--- src/rtl/reg_status_ctrl_if.sv ---
// Bus bundle between the issue/commit side of the core and reg_status_ctrl.
// Carries the operand-read, rename, commit and flush signals plus a debug view of the FSM.
interface reg_status_ctrl_if #(
  parameter int ROB_TAG_W = 4
);
  // Handshake: there is no per-transaction ready. issue_valid_in, commit_valid_in and
  // flush_in are single-cycle strobes, taken on any rising edge where rdy_in is high and
  // ready_out is already high. While ready_out is low they are ignored, not queued.
  logic                 rdy_in;
  logic                 ready_out;
  logic                 issue_valid_in;
  logic [4:0]           rs1_in;
  logic [4:0]           rs2_in;
  logic [4:0]           rd_in;
  logic [ROB_TAG_W-1:0] rd_tag_in;
  logic                 rs1_busy_out;
  logic                 rs2_busy_out;
  logic [31:0]          rs1_value_out;
  logic [31:0]          rs2_value_out;
  logic [ROB_TAG_W-1:0] rs1_tag_out;
  logic [ROB_TAG_W-1:0] rs2_tag_out;
  logic                 commit_valid_in;
  logic [4:0]           commit_rd_in;
  logic [ROB_TAG_W-1:0] commit_tag_in;
  logic [31:0]          commit_value_in;
  logic                 flush_in;
  logic                 dbg_state;

  modport slave (
    input  rdy_in, issue_valid_in, rs1_in, rs2_in, rd_in, rd_tag_in,
    input  commit_valid_in, commit_rd_in, commit_tag_in, commit_value_in, flush_in,
    output ready_out, rs1_busy_out, rs2_busy_out, rs1_value_out, rs2_value_out,
    output rs1_tag_out, rs2_tag_out, dbg_state
  );

  modport master (
    output rdy_in, issue_valid_in, rs1_in, rs2_in, rd_in, rd_tag_in,
    output commit_valid_in, commit_rd_in, commit_tag_in, commit_value_in, flush_in,
    input  ready_out, rs1_busy_out, rs2_busy_out, rs1_value_out, rs2_value_out,
    input  rs1_tag_out, rs2_tag_out, dbg_state
  );
endinterface

--- src/rtl/reg_status_ctrl.sv ---
// Architectural register file with per-register busy bit and ROB tag for rename tracking.
// Zeroes storage one entry per enabled cycle after reset, then serves reads/renames/commits.
module reg_status_ctrl #(
  parameter int REG_NUM   = 32,
  parameter int ROB_TAG_W = 4
) (
  input logic             clk_in,
  input logic             rst_n_in,
  reg_status_ctrl_if.slave bus
);
  localparam int IDX_W = 5;
  localparam logic [IDX_W-1:0] LAST_IDX = IDX_W'(REG_NUM - 1);

  typedef enum logic {
    INIT = 1'b0,
    RUN  = 1'b1
  } state_t;

  state_t               state;
  logic                 ready_q;
  logic [IDX_W-1:0]     init_cnt;
  logic [31:0]          regs [REG_NUM];
  logic [REG_NUM-1:0]   busy;
  logic [ROB_TAG_W-1:0] tags [REG_NUM];

  logic byp1;
  logic byp2;

  always_ff @(posedge clk_in) begin
    if (!rst_n_in) begin
      state    <= INIT;
      init_cnt <= '0;
      busy     <= '0;
      ready_q  <= 1'b0;
    end else if (bus.rdy_in) begin
      unique case (state)
        INIT: begin
          regs[init_cnt] <= '0;
          if (init_cnt == LAST_IDX) begin
            state   <= RUN;
            ready_q <= 1'b1;
          end else begin
            init_cnt <= init_cnt + 1'b1;
          end
        end
        RUN: begin
          // The value lands even on a stale tag; only the busy clear is tag-qualified.
          if (bus.commit_valid_in && (bus.commit_rd_in != '0)) begin
            regs[bus.commit_rd_in] <= bus.commit_value_in;
            if (tags[bus.commit_rd_in] == bus.commit_tag_in) begin
              busy[bus.commit_rd_in] <= 1'b0;
            end
          end
          // Later assignments win: a rename beats a same-cycle clear, a flush beats both.
          if (bus.issue_valid_in && (bus.rd_in != '0)) begin
            busy[bus.rd_in] <= 1'b1;
            tags[bus.rd_in] <= bus.rd_tag_in;
          end
          if (bus.flush_in) begin
            busy <= '0;
          end
        end
        default: state <= INIT;
      endcase
    end
  end

  // Forward a result committing this cycle to a source still waiting on that exact tag.
  assign byp1 = bus.commit_valid_in && (bus.commit_rd_in == bus.rs1_in) &&
                busy[bus.rs1_in] && (tags[bus.rs1_in] == bus.commit_tag_in) &&
                (bus.rs1_in != '0);
  assign byp2 = bus.commit_valid_in && (bus.commit_rd_in == bus.rs2_in) &&
                busy[bus.rs2_in] && (tags[bus.rs2_in] == bus.commit_tag_in) &&
                (bus.rs2_in != '0);

  assign bus.rs1_busy_out  = (bus.rs1_in != '0) && busy[bus.rs1_in] && !byp1;
  assign bus.rs2_busy_out  = (bus.rs2_in != '0) && busy[bus.rs2_in] && !byp2;
  assign bus.rs1_value_out = (bus.rs1_in == '0) ? 32'd0 :
                             (byp1 ? bus.commit_value_in : regs[bus.rs1_in]);
  assign bus.rs2_value_out = (bus.rs2_in == '0) ? 32'd0 :
                             (byp2 ? bus.commit_value_in : regs[bus.rs2_in]);
  assign bus.rs1_tag_out   = tags[bus.rs1_in];
  assign bus.rs2_tag_out   = tags[bus.rs2_in];

  assign bus.ready_out = ready_q;
  assign bus.dbg_state = state;
endmodule

--- src/flat_wrapper.sv ---
// flat-port wrapper written by rule: the top's interface ports become plain ports
module reg_status_ctrl_flat 
#(
  parameter int REG_NUM   = 32,
  parameter int ROB_TAG_W = 4
)
  (clk_in, rst_n_in, bus_rdy_in, bus_issue_valid_in, bus_rs1_in, bus_rs2_in, bus_rd_in, bus_rd_tag_in, bus_commit_valid_in, bus_commit_rd_in, bus_commit_tag_in, bus_commit_value_in, bus_flush_in, bus_ready_out, bus_rs1_busy_out, bus_rs2_busy_out, bus_rs1_value_out, bus_rs2_value_out, bus_rs1_tag_out, bus_rs2_tag_out, bus_dbg_state);
  reg_status_ctrl_if #(.ROB_TAG_W(ROB_TAG_W)) bus_i ();
  input logic clk_in;
  input logic rst_n_in;
  input wire logic [$bits(bus_i.rdy_in)-1:0] bus_rdy_in;
  input wire logic [$bits(bus_i.issue_valid_in)-1:0] bus_issue_valid_in;
  input wire logic [$bits(bus_i.rs1_in)-1:0] bus_rs1_in;
  input wire logic [$bits(bus_i.rs2_in)-1:0] bus_rs2_in;
  input wire logic [$bits(bus_i.rd_in)-1:0] bus_rd_in;
  input wire logic [$bits(bus_i.rd_tag_in)-1:0] bus_rd_tag_in;
  input wire logic [$bits(bus_i.commit_valid_in)-1:0] bus_commit_valid_in;
  input wire logic [$bits(bus_i.commit_rd_in)-1:0] bus_commit_rd_in;
  input wire logic [$bits(bus_i.commit_tag_in)-1:0] bus_commit_tag_in;
  input wire logic [$bits(bus_i.commit_value_in)-1:0] bus_commit_value_in;
  input wire logic [$bits(bus_i.flush_in)-1:0] bus_flush_in;
  output wire logic [$bits(bus_i.ready_out)-1:0] bus_ready_out;
  output wire logic [$bits(bus_i.rs1_busy_out)-1:0] bus_rs1_busy_out;
  output wire logic [$bits(bus_i.rs2_busy_out)-1:0] bus_rs2_busy_out;
  output wire logic [$bits(bus_i.rs1_value_out)-1:0] bus_rs1_value_out;
  output wire logic [$bits(bus_i.rs2_value_out)-1:0] bus_rs2_value_out;
  output wire logic [$bits(bus_i.rs1_tag_out)-1:0] bus_rs1_tag_out;
  output wire logic [$bits(bus_i.rs2_tag_out)-1:0] bus_rs2_tag_out;
  output wire logic [$bits(bus_i.dbg_state)-1:0] bus_dbg_state;
  assign bus_i.rdy_in = bus_rdy_in;
  assign bus_i.issue_valid_in = bus_issue_valid_in;
  assign bus_i.rs1_in = bus_rs1_in;
  assign bus_i.rs2_in = bus_rs2_in;
  assign bus_i.rd_in = bus_rd_in;
  assign bus_i.rd_tag_in = bus_rd_tag_in;
  assign bus_i.commit_valid_in = bus_commit_valid_in;
  assign bus_i.commit_rd_in = bus_commit_rd_in;
  assign bus_i.commit_tag_in = bus_commit_tag_in;
  assign bus_i.commit_value_in = bus_commit_value_in;
  assign bus_i.flush_in = bus_flush_in;
  assign bus_ready_out = bus_i.ready_out;
  assign bus_rs1_busy_out = bus_i.rs1_busy_out;
  assign bus_rs2_busy_out = bus_i.rs2_busy_out;
  assign bus_rs1_value_out = bus_i.rs1_value_out;
  assign bus_rs2_value_out = bus_i.rs2_value_out;
  assign bus_rs1_tag_out = bus_i.rs1_tag_out;
  assign bus_rs2_tag_out = bus_i.rs2_tag_out;
  assign bus_dbg_state = bus_i.dbg_state;
  reg_status_ctrl #(.REG_NUM(REG_NUM), .ROB_TAG_W(ROB_TAG_W)) u_core (.clk_in(clk_in), .rst_n_in(rst_n_in), .bus(bus_i));
endmodule
--- config.mk ---
export PLATFORM = sky130hd
export DESIGN_NAME = reg_status_ctrl_flat
export DESIGN_NICKNAME = d
export VERILOG_FILES = /design/src/rtl/reg_status_ctrl_if.sv /design/src/rtl/reg_status_ctrl.sv /design/src/flat_wrapper.sv
export SDC_FILE = /design/constraint.sdc
export NUM_CORES = 2
export LEC_CHECK = 0
export BUFFER_PORTS_ARGS = -buffer_cell sky130_fd_sc_hd__buf_2
export CAP_MARGIN = 40
export CORE_MARGIN = 2
export CORE_UTILIZATION = 35
export DETAILED_ROUTE_END_ITERATION = 6
export GPL_ROUTABILITY_DRIVEN = 0
export SLEW_MARGIN = 20
export SYNTH_ARGS = -nofsm -noshare
export SYNTH_HDL_FRONTEND = slang
export SYNTH_SLANG_ARGS = --single-unit
--- constraint.sdc ---
create_clock -name clk_in -period 10 [get_ports clk_in]
set_input_delay 1.5 -clock clk_in [delete_from_list [all_inputs] [get_ports clk_in]]
set_output_delay 1.5 -clock clk_in [all_outputs]
set_load 0.05 [all_outputs]
==> impl_metrics.env <==
export IMPL_run_status="complete, no violations"
export IMPL_hold_class="reg2reg"
export IMPL_cts_sinks=1191
export IMPL_setup_viol=0
export IMPL_drc=0
export IMPL_synth_top_area_share_pct=59.18
export IMPL_drv_slew=0
export IMPL_synth_async_reset_ratio_pct=0
export IMPL_clk_pin_slew_worst_paths_ns=0.06
export IMPL_critPathMaxFanout=51
export IMPL_power_density_mw_per_mm2=159.0
export IMPL_fp_row_count=149
export IMPL_synth_seq_cells=1191
export IMPL_final_nets=3233
export IMPL_end_kind="primary output"
export IMPL_r2r_start="u_core.bus.dbg_state$_SDFFE_PN0P_"
export IMPL_ys_seq_area_share_pct=60.51
export IMPL_min_period_over_period_pct=72.06
export IMPL_grt_max_degree=139
export IMPL_synth_edf_count=1152
export IMPL_power_leakage_nw=21.72
export IMPL_wl_per_cell_um=32.07
export IMPL_synth_cell_types=56
export IMPL_synth_warnings=0
export IMPL_cts_resized=0
export IMPL_synthToLayoutAreaGrowth_pct=13.97
export IMPL_grt_ovfl_total=0
export IMPL_setup_worst_path_start_class="input port"
export IMPL_die_w_um=412.7
export IMPL_wl_um=174700
export IMPL_h_tree_depth=3
export IMPL_insertion_delay_ns=0.76
export IMPL_synthTopCellsByCount="edfxtp_1 (1152), mux4_2 (699), mux2i_1 (173)"
export IMPL_cp_arrival_ns=5.71
export IMPL_die_h_um=412.7
export IMPL_io_pin_count=142
export IMPL_cts_buffer_depth=3
export IMPL_dr_pass1_iters=6
export IMPL_worst_pin_slew_ns=1.094
export IMPL_cts_hold_buffers=0
export IMPL_grt_setup_unrepaired="false"
export IMPL_skew_ns=0.09234
export IMPL_period_needed_ns=7.206
export IMPL_viasPerCell=6.071
export IMPL_synth_most_common_cell="edfxtp_1"
export IMPL_cts_tree="built"
export IMPL_grt_pass1_vias=33690
export IMPL_clockRootBuffer="clkbuf_16"
export IMPL_r2r_cells=7
export IMPL_timing_slew_headroom_pct=27.05
export IMPL_dpl_hpwl_um=105000
export IMPL_dpl_cell_area_mm2=0.06282
export IMPL_cp_startpoint="bus_rs1_in[2]"
export IMPL_yosys_top_cells_area="edfxtp_1 (59%), mux4_2 (27%), mux2i_1 (3.0%)"
export IMPL_port_buffers=141
export IMPL_fin_area_mm2=0.06662
export IMPL_path_class="in2out"
export IMPL_final_fill_count=14540
export IMPL_yosys_area_top_type="edfxtp_1"
export IMPL_tns_ns=0
export IMPL_vias=33060
export IMPL_crit_required_ns=8.50
export IMPL_antenna_found_initial=6
export IMPL_synth_area_per_cell_um2=19.41
export IMPL_min_from="u_core.bus.ready_out$_SDFFE_PN0P_"
export IMPL_initial_core_util_pct=35.35
export IMPL_die_area_mm2=0.1703
export IMPL_track_usage_pct=20.47
export IMPL_ff2ff_setup_slack_ns=5.86
export IMPL_grt_pass1_wl_um=248300
export IMPL_crit_end="bus_rs1_value_out[11]"
export IMPL_cts_buffers=121
export IMPL_syn_inst=3011
export IMPL_drtIter0Drc=3962
export IMPL_ir_drop_mv=0.1586
export IMPL_ant_nets=0
export IMPL_cts_setup_buffers=0
export IMPL_rr_endpoint="u_core.regs[16][5]$_DFFE_PP_"
export IMPL_max_cap_violations=0
export IMPL_fmax_ghz=0.1388
export IMPL_coreArea_mm2=0.1654
export IMPL_drive_gt1_share_pct=37.93
export IMPL_hold_violations=0
export IMPL_ys_flop_type="edfxtp_1"
export IMPL_syn_area_mm2=0.05845
-- how the worst min path moves through the flow --
stage | to | slack [ns] | depth (start not counted)
finish | u_core.bus.ready_out$_SDFFE_PN0P_ | 0.49 | 2
floorplan | u_core.busy[10]$_SDFFE_PN0P_ | 0.46 | 2
detailed placement | u_core.bus.ready_out$_SDFFE_PN0P_ | 0.44 | 2
global route | u_core.bus.ready_out$_SDFFE_PN0P_ | 0.51 | 2
CTS | u_core.bus.ready_out$_SDFFE_PN0P_ | 0.48 | 2
global placement | u_core.bus.ready_out$_SDFFE_PN0P_ | 0.44 | 2
-- final cells by class --
cell class,instances,area [um^2],share of cell area [%]
clock buffer,147,3147,4.724
clock inverter,67,645.6,0.9691
inverter,7,31.28,0.04695
antenna,1,2.502,0.003756
sequential,1191,35370,53.10
timing repair buffer,273,2502,3.756
multi-input combinational,1571,22180,33.29
tap,2189,2739,4.111
-- power breakdown --
part	internal (W)	leakage, nW	switching [W]
logic	0.000279	7.99	0.000487
registers	0.00541	11.9	0.00000720
clock network	0.00246	1.85	0.00195
-- registers in the layout, summed over array words and instances, names as in the netlist --
signal,flops
u_core.tags,128
u_core.busy,32
u_core.regs,1024
u_core.bus.ready_out,1
u_core.bus.dbg_state,1
u_core.init_cnt,5
-- stage by stage --
step	cells	worst slack, ns	utilization [%]	hold slack (ns)	total power, W
2_1_floorplan	3014	3.118	-	0.4563	0.006047
3_3_place_gp	5162	2.598	37.25	0.4419	0.006276
3_5_place_dp	5231	2.781	37.99	0.4433	0.006295
4_1_cts	5445	2.770	40.29	0.4751	0.01067
5_1_grt	5446	2.551	40.29	0.5101	0.01090
6_report	5446	2.794	40.29	0.4926	0.01059
-- per-layer routing --
layer | track usage [%] | wire length, um | vias up
met5 | 0 | 23 | -
met2 | 33.14 | 84350 | 1604
met3 | 3.517 | 14220 | 266
met1 | 28.31 | 71080 | 17930
met4 | 6.230 | 4994 | 4
li1 | - | - | 13260
-- critical path, stage by stage --
cell	delay, ns
buf_6	0.50
buf_4	0.80
mux4_2	0.41
mux2i_1	0.30
nor2_1	0.15
o32ai_4	0.19
xnor2_1	0.14
a2111oi_4	0.40
buf_12	0.36
mux2i_1	0.13
nor2_1	0.32
buf_2	0.34
-- cell families (layout without fill, tap and decap cells) --
kind of cell	Yosys count	count (layout)	synth area share, %
AOI/OAI and AO/OA	168	168	2.081
xor gates and xnor gates	24	24	0.3596
adders and majority gates	2	2	0.04280
buffers and inverters	252	494	2.031
DFF	1191	1191	60.52
muxes	924	924	31.10
other	1	5	0.006415
and+or+nand+nor	449	449	3.864
-- layout by cell type (no fill, tap or decap), types with 14 or more instances in the layout --
master,instances
o211ai_1,70
mux2_2,44
buf_2,131
nor2_4,32
buf_4,66
o22ai_1,37
nand2b_1,41
nand2_1,126
dfxtp_1,39
clkbuf_1,25
o21ai_0,16
and2_1,41
nor2b_1,14
buf_12,21
mux4_2,699
clkinv_1,24
clkinv_2,22
nand3_1,20
nor2_1,84
edfxtp_1,1152
buf_8,31
clkbuf_16,122
mux2i_1,173
Power figures use the tool's default switching activity.
